==> config.mk <==
export PLATFORM = sky130hd
export DESIGN_NAME = uart_mem_loader
export DESIGN_NICKNAME = d
export VERILOG_FILES = /design/src/rtl/uart_mem_loader.sv
export SDC_FILE = /design/constraint.sdc
export NUM_CORES = 1
export LEC_CHECK = 0
export CAP_MARGIN = 20
export CORE_MARGIN = 2
export CORE_UTILIZATION = 65
export CTS_BUF_LIST = sky130_fd_sc_hd__clkbuf_4
export DETAILED_ROUTE_END_ITERATION = 16
export DONT_BUFFER_PORTS = 1
export PLACE_DENSITY = 0.84
export RECOVER_POWER = 100
export SYNTH_ARGS = -nofsm -noshare
export SYNTH_HDL_FRONTEND = slang
export SYNTH_SLANG_ARGS = --single-unit
==> constraint.sdc <==
create_clock -name clk -period 2.81 [get_ports clk]
set_input_delay 0.4215 -clock clk [delete_from_list [all_inputs] [get_ports clk]]
set_output_delay 0.4215 -clock clk [all_outputs]
set_load 0.005 [all_outputs]
==> src/rtl/uart_mem_loader.sv <==
// UART-to-memory loader/dumper: captures LEN received bytes into memory, then streams them back out.
// Optional feature: define UART_MEM_LOADER_CHECKSUM_EN to append an additive checksum byte.
module uart_mem_loader #(
  parameter int unsigned ADDR_W = 16,
  parameter int unsigned LEN    = 65536,
  parameter int unsigned DATA_W = 8
) (
  input  logic              clk,
  input  logic              Reset,
  input  logic              start,
  input  logic [DATA_W-1:0] rx_data,
  input  logic              rx_valid,
  output logic [DATA_W-1:0] tx_data,
  output logic              tx_start,
  input  logic              tx_busy,
  output logic [ADDR_W-1:0] mem_addr,
  output logic [DATA_W-1:0] mem_wdata,
  output logic              mem_we,
  output logic              mem_re,
  input  logic [DATA_W-1:0] mem_rdata,
  output logic              busy,
  output logic              done,
  output logic [7:0]        progress
`ifdef UART_MEM_LOADER_CHECKSUM_EN
  ,
  output logic [DATA_W-1:0] checksum
`endif
);

  localparam int unsigned CntW = ADDR_W + 1;
  localparam logic [CntW-1:0] LenC = CntW'(LEN);

`ifdef UART_MEM_LOADER_CHECKSUM_EN
  typedef enum logic [2:0] {
    StIdle, StLoad, StRd, StRdWait, StTxReq, StTxWait, StCsum, StDone
  } state_e;
`else
  typedef enum logic [2:0] {
    StIdle, StLoad, StRd, StRdWait, StTxReq, StTxWait, StDone
  } state_e;
`endif

  state_e            state_q, state_d;
  logic [CntW-1:0]   count_q, count_d, count_inc;
  logic              seen_busy_q, seen_busy_d;
  logic [DATA_W-1:0] tx_data_q, tx_data_d;
  logic              tx_start_q, tx_start_d;
  logic [ADDR_W-1:0] mem_addr_q, mem_addr_d;
  logic [DATA_W-1:0] mem_wdata_q, mem_wdata_d;
  logic              mem_we_q, mem_we_d;
  logic              mem_re_q, mem_re_d;
  logic              done_q, done_d;
`ifdef UART_MEM_LOADER_CHECKSUM_EN
  logic [DATA_W-1:0] csum_q, csum_d;
`endif

  assign count_inc = count_q + 1'b1;

  always_comb begin
    state_d     = state_q;
    count_d     = count_q;
    seen_busy_d = seen_busy_q;
    tx_data_d   = tx_data_q;
    tx_start_d  = 1'b0;
    mem_addr_d  = mem_addr_q;
    mem_wdata_d = mem_wdata_q;
    mem_we_d    = 1'b0;
    mem_re_d    = 1'b0;
    done_d      = 1'b0;
`ifdef UART_MEM_LOADER_CHECKSUM_EN
    csum_d      = csum_q;
`endif
    case (state_q)
      StIdle: begin
        count_d = '0;
        if (start) begin
          state_d = StLoad;
`ifdef UART_MEM_LOADER_CHECKSUM_EN
          csum_d  = '0;
`endif
        end
      end
      StLoad: begin
        // The final write lands in the cycle count hits LEN; the read starts one cycle later so
        // the single memory port never sees write and read together.
        if (count_q == LenC) begin
          count_d    = '0;
          state_d    = StRd;
          mem_re_d   = 1'b1;
          mem_addr_d = '0;
        end else if (rx_valid) begin
          mem_we_d    = 1'b1;
          mem_addr_d  = count_q[ADDR_W-1:0];
          mem_wdata_d = rx_data;
          count_d     = count_inc;
`ifdef UART_MEM_LOADER_CHECKSUM_EN
          csum_d      = csum_q + rx_data;
`endif
        end
      end
      StRd:     state_d = StRdWait;
      StRdWait: begin
        tx_data_d = mem_rdata;
        state_d   = StTxReq;
      end
      StTxReq: begin
        if (!tx_busy) begin
          tx_start_d  = 1'b1;
          seen_busy_d = 1'b0;
          state_d     = StTxWait;
        end
      end
      StTxWait: begin
        if (tx_busy) begin
          seen_busy_d = 1'b1;
        end else if (seen_busy_q) begin
`ifdef UART_MEM_LOADER_CHECKSUM_EN
          // count already at LEN means the byte just sent was the checksum
          if (count_q == LenC) begin
            state_d = StDone;
            done_d  = 1'b1;
          end else begin
            count_d = count_inc;
            if (count_inc == LenC) begin
              state_d = StCsum;
            end else begin
              state_d    = StRd;
              mem_re_d   = 1'b1;
              mem_addr_d = count_inc[ADDR_W-1:0];
            end
          end
`else
          count_d = count_inc;
          if (count_inc == LenC) begin
            state_d = StDone;
            done_d  = 1'b1;
          end else begin
            state_d    = StRd;
            mem_re_d   = 1'b1;
            mem_addr_d = count_inc[ADDR_W-1:0];
          end
`endif
        end
      end
`ifdef UART_MEM_LOADER_CHECKSUM_EN
      StCsum: begin
        tx_data_d = csum_q;
        state_d   = StTxReq;
      end
`endif
      StDone:  state_d = StIdle;
      default: state_d = StIdle;
    endcase
  end

  always_ff @(posedge clk) begin
    if (Reset) begin
      state_q     <= StIdle;
      count_q     <= '0;
      seen_busy_q <= 1'b0;
      tx_data_q   <= '0;
      tx_start_q  <= 1'b0;
      mem_addr_q  <= '0;
      mem_wdata_q <= '0;
      mem_we_q    <= 1'b0;
      mem_re_q    <= 1'b0;
      done_q      <= 1'b0;
`ifdef UART_MEM_LOADER_CHECKSUM_EN
      csum_q      <= '0;
`endif
    end else begin
      state_q     <= state_d;
      count_q     <= count_d;
      seen_busy_q <= seen_busy_d;
      tx_data_q   <= tx_data_d;
      tx_start_q  <= tx_start_d;
      mem_addr_q  <= mem_addr_d;
      mem_wdata_q <= mem_wdata_d;
      mem_we_q    <= mem_we_d;
      mem_re_q    <= mem_re_d;
      done_q      <= done_d;
`ifdef UART_MEM_LOADER_CHECKSUM_EN
      csum_q      <= csum_d;
`endif
    end
  end

  assign tx_data   = tx_data_q;
  assign tx_start  = tx_start_q;
  assign mem_addr  = mem_addr_q;
  assign mem_wdata = mem_wdata_q;
  assign mem_we    = mem_we_q;
  assign mem_re    = mem_re_q;
  assign done      = done_q;
  assign busy      = (state_q != StIdle) && (state_q != StDone);
`ifdef UART_MEM_LOADER_CHECKSUM_EN
  assign checksum  = csum_q;
`endif

  if (CntW >= 8) begin : g_prog
    assign progress = count_q[7:0];
  end else begin : g_prog_ext
    assign progress = {{(8 - CntW){1'b0}}, count_q};
  end

endmodule

== After elaboration in Yosys (flattened, before gate mapping) ==
Cells that the tools add are included.
W data, S select, Z words.

* Register bits: 57
* Input bits: 21
* Output and inout bits: 45
* Word-level logic and storage cells: 75

* $add $sub $neg: 1
* Equality and inequality tests: 16
* Mux-type cells: 29
* Bitwise logic cells: 5
* Reductions and logical operators: 14

{| class="wikitable"
|+ Operators by type and width
! operator !! number
|-
| $mux W16 || 5
|-
| $mux W17 || 4
|-
| $pmux W17 S3 || 1
|-
| $eq A17 B17 Y1 const B || 2
|-
| $pmux W16 S2 || 1
|-
| $mux W3 || 6
|-
| $pmux W3 S6 || 1
|-
| $add A17 B1 Y17 const B || 1
|-
| $ne A2 B2 Y1 const B || 7
|-
| $reduce_and A5 Y1 || 2
|-
| $mux W1 || 9
|-
| $eq A3 B2 Y1 const B || 2
|-
| $eq A3 B3 Y1 const B || 2
|-
| $ne A3 B3 Y1 const B || 2
|-
| $reduce_and A3 Y1 || 2
|-
| $reduce_bool A3 Y1 || 2
|-
| $not A1 Y1 || 5
|-
| $pmux W1 S2 || 2
|-
| $reduce_and A4 Y1 || 1
|-
| $reduce_bool A2 Y1 || 2
|-
| $reduce_or A4 Y1 || 1
|-
| $eq A3 B1 Y1 const B || 1
|-
| $logic_not A3 Y1 || 1
|-
| $reduce_or A3 Y1 || 1
|-
| 2 further kinds || 2
|}

== Longest topological paths before layout ==
* Depth after elaboration: 6
* Gate-level depth with buffers: 11

== Worst setup path after synthesis ==
Ideal clock, no wire load.

* Path kind: register to register
* From: register count_q[0]
* To: register mem_addr_q[10] (netlist: mem_addr[10])
* Library setup time: 0.122 ns
* Arrival: 2.394 ns
* Path slack: 0.294 ns
* Stages on the path, launching flop included: 9
* Clock period less this slack: 2.516 ns
* Path through: dfxtp_1 > ha_1 > nand3_2 > nor4_2 > xnor2_1 > nor4_2 > buf_4 > a21oi_1 > a311o_1

* Longest elaborated chain between the ends: 5
* Elaborated cells between the ends (all ways): 11
* Those cells by class: add/sub (1); eq/ne (4); mux (5); reduce/logical (1)

{| class="wikitable"
|+ RTL lines
! item !! line !! source
|-
| start: declaration || 44 || <nowiki>logic [CntW-1:0] count_q, count_d, count_inc;</nowiki>
|-
| start signal: assignment || 173 || <nowiki>count_q <= count_d;</nowiki>
|-
| branches (longest 5 deep; another with $add A17 B1 Y17) || - ||
|-
| end signal: assignment || 177 || <nowiki>mem_addr_q <= mem_addr_d;</nowiki>
|-
| end: declaration || 48 || <nowiki>logic [ADDR_W-1:0] mem_addr_q, mem_addr_d;</nowiki>
|}

Several ways; the timed one is not identified. The select of a mux whose other input is x is not followed.
A chain may end at the register's enable or synchronous reset.

== Worst setup path in the final report ==
* From: register count_q[1]
* To: register mem_addr_q[14] (netlist: mem_addr[14])

The elaborated chain is that of the path after synthesis.

==> flow_metrics.env <==
export IMPL_critPathBufInv=3
export IMPL_ff2ff_path_depth=10
export IMPL_first_pass_iters=7
export IMPL_worstSetupStartpointType="flop"
export IMPL_leakage_nw=1.28
export IMPL_cp_end_kind="flop"
export IMPL_die_area_um2=6290
export IMPL_grt_overflow_total=0
export IMPL_finalSetupViolCount=0
export IMPL_slowest_stage="nor3_1"
export IMPL_timing_rr_end="mem_addr[14]"
export IMPL_synth_largest_area_cell="dfxtp_1"
export IMPL_sw_frac_of_total=0.361
export IMPL_power_density_nw_per_um2=568
export IMPL_hold_path_end="count_q[16]"
export IMPL_reg2reg_slack_ns=0.12
export IMPL_combPwrFrac=0.277
export IMPL_critPathMaxFanout=16
export IMPL_layout_worst_path_cycle_share=0.956
export IMPL_fin_tns_setup_ns=0
export IMPL_dp_hpwl_um=6480
export IMPL_ys_ff_latch=57
export IMPL_dieWidth_um=79.3
export IMPL_diodes=0
export IMPL_switchingPower_uw=796
export IMPL_syn_area_um2=3680
export IMPL_synthCells=480
export IMPL_yosysTopAreaCellShare=0.310
export IMPL_rsz0062_at_grt="no"
export IMPL_drive_gt1_frac=0.109
export IMPL_initial_utilization=0.669
export IMPL_htree_levels=3
export IMPL_area_growth_pct=5.47
export IMPL_yosysSeqAreaShare=0.310
export IMPL_timing_hold_worst_path_depth=1
export IMPL_core_area_um2=5510
export IMPL_path_clk_slew_ns=0.11
export IMPL_timing_rr_start="count_q[1]"
export IMPL_irDropWorstVdd_v=0.000454
export IMPL_remaining_drc_errors=0
export IMPL_critical_path_class="flop to flop"
export IMPL_pwr_share_clk=0.311
export IMPL_synth_distinct_cells=52
export IMPL_num_rows=27
export IMPL_ant_nets=0
export IMPL_synth_nets=504
export IMPL_io_buffers=0
export IMPL_finalCoreUtilization=0.706
export IMPL_grt_use_total=0.327
export IMPL_insertion_delay_ns=0.43
export IMPL_cp_required_ns=3.17
export IMPL_grt_pass1_vias=3548
export IMPL_postSynthAreaPerCell_um2=7.67
export IMPL_post_drt_wl_per_cell_um=18.0
export IMPL_maxSlewHeadroom=0.575
export IMPL_synth_edf_count=0
export IMPL_hold_class="primary input to flop"
export IMPL_total_power_mw=2.21
export IMPL_finalHoldViolCount=0
export IMPL_crit_family="simple AND/OR/NAND/NOR gates"
export IMPL_grt_max_degree=62
export IMPL_status="complete, no violations"
export IMPL_skew_ns=0.0227
export IMPL_drt_iter0_markers=490
export IMPL_cpPeakStageDelay_ns=0.48
export IMPL_clock_sinks=57
export IMPL_min_from="Reset"
export IMPL_p_int_mw=1.41
export IMPL_grt_pass1_wl_um=16300
export IMPL_cts_root_buffer="clkbuf_4"
export IMPL_finalNetCount=487
export IMPL_worst_endpoint_arrival_ns=3.05
export IMPL_ys_warn_count=0
export IMPL_drv_cap=0
export IMPL_final_cell_mix="dfxtp_1, nand3_1, o21ai_0"
export IMPL_dieHeight_um=79.3
export IMPL_fin_crit_ns=2.69
export IMPL_layout_commonest_cell="dfxtp_1"
export IMPL_wl_um=9700
export IMPL_ys_async_sr_fraction=0
export IMPL_cp_common_cell="buf_4"
export IMPL_ios=66
export IMPL_path_cells="buf_4, inv_1, ha_1, nor4bb_1, and4_1, a21boi_0, buf_4, nor3_1, a22oi_1, o21ai_0"
export IMPL_cts_path_max_buffers=2
export IMPL_cts_tree="yes"
export IMPL_routed_via_density=6.98
export IMPL_drv_slew=0
export IMPL_vias=3768
export IMPL_tightest_slew_ns=0.635
export IMPL_seqPwrFrac=0.412
export IMPL_gp_congestion=0.979
export IMPL_clock_fmax_ghz=0.372
export IMPL_whs_ns=0.0464
export IMPL_numCtsBuffers=9
export IMPL_yosys_top_cells_area="dfxtp_1, nand3_1, o21ai_0, a21oi_1, nand4_1"
export IMPL_ys_flop_type="dfxtp_1"
export IMPL_antenna_found_initial=0
-- flip-flops by register name (all words and copies together), names as in the netlist --
register     cells
seen_busy_q      1
mem_we           1
state_q          3
mem_wdata        8
mem_addr        16
mem_re           1
done             1
tx_start         1
tx_data          8
count_q         17
-- routing by layer --
layer / track usage / share of wire
met5: 0 / 0
met3: 0.0773 / 0.080
met2: 0.539 / 0.48
met1: 0.389 / 0.40
met4: 0.190 / 0.039
-- synthesized netlist by cell type, types with 3 or more instances --
library cell,number
dfxtp_1,57
nand3_1,41
o21ai_0,41
a21oi_1,38
clkbuf_1,30
nand4_1,28
nand2_1,27
nor2_1,26
or4_1,17
a31oi_1,16
xnor2_1,13
buf_2,12
buf_4,12
a311o_1,9
mux2i_1,9
o211ai_1,7
xor2_1,7
a211oi_1,6
a21o_1,6
and4_1,6
inv_1,6
nor3_1,6
nor4_1,6
or3_1,5
nand2b_1,4
nor2b_1,4
and3_1,3
ha_1,3
-- worst reg2reg max path: stages, from the launching register on --
cell      delay (ns)
dfxtp_1         0.32
buf_4           0.16
inv_1           0.09
ha_1            0.16
nor4bb_1        0.33
and4_1          0.39
a21boi_0        0.13
buf_4           0.21
nor3_1          0.48
a22oi_1         0.17
o21ai_0         0.20
-- how the worst max path moves through the flow --
stage                           from           end  cells past startpoint
after floorplan           count_q[0]  mem_addr[10]                      8
after global placement    count_q[4]          done                      6
after detailed placement  count_q[1]    count_q[3]                     10
after CTS                 count_q[1]    count_q[3]                     10
after global routing      count_q[1]    count_q[7]                     10
final                     count_q[1]  mem_addr[14]                     10
-- power groups by stage --
| stage | logic [mW] | registers, mW | clock network (mW) |
|---|---|---|---|
| 3_5_place_dp | 0.602 | 0.927 | 0 |
| 3_3_place_gp | 0.586 | 0.927 | 0 |
| 2_1_floorplan | 0.430 | 0.909 | 0 |
| 6_report | 0.612 | 0.910 | 0.686 |
| 4_1_cts | 0.603 | 0.910 | 0.693 |
| 5_1_grt | 0.670 | 0.918 | 0.731 |
-- kinds of logic (layout without fill, tap and decap cells) --
| kind of cell | after synthesis | after routing | synth area share |
|---|---|---|---|
| XOR/XNOR | 20 | 20 | 0.0476 |
| adder cells (fa/ha/maj) | 3 | 3 | 0.0102 |
| buffers and inverters | 63 | 51 | 0.0825 |
| AO/OA/AOI/OAI | 141 | 141 | 0.236 |
| multiplexers | 9 | 9 | 0.0245 |
| AND/OR/NAND/NOR | 187 | 187 | 0.289 |
| flip-flops | 57 | 57 | 0.310 |
-- cell type report --
class / count / area (um2)
fillers: 459 / 1620
clock buffers: 10 / 75.1
multi-input cells: 360 / 2240
well taps: 72 / 90.1
clock inverters: 6 / 82.6
repair buffers: 29 / 235
inverters: 6 / 22.5
flip-flops and latches: 57 / 1140
-- through the flow --
step / area, um2 / setup WS, ns / cells
after CTS: 3870 / 0.162 / 539
after global routing: 3880 / 0.00544 / 540
final: 3880 / 0.124 / 540
after floorplan: 3680 / 0.294 / 480
after global placement: 3710 / 0.311 / 523
after detailed placement: 3710 / 0.176 / 523
-- timing repair --
action                                  CTS  global route
gates resized for setup                   0             1
hold buffers                              0             0
endpoints found under the setup margin    0            15
buffers inserted                          0             1
(Power assumes the default switching activity.)
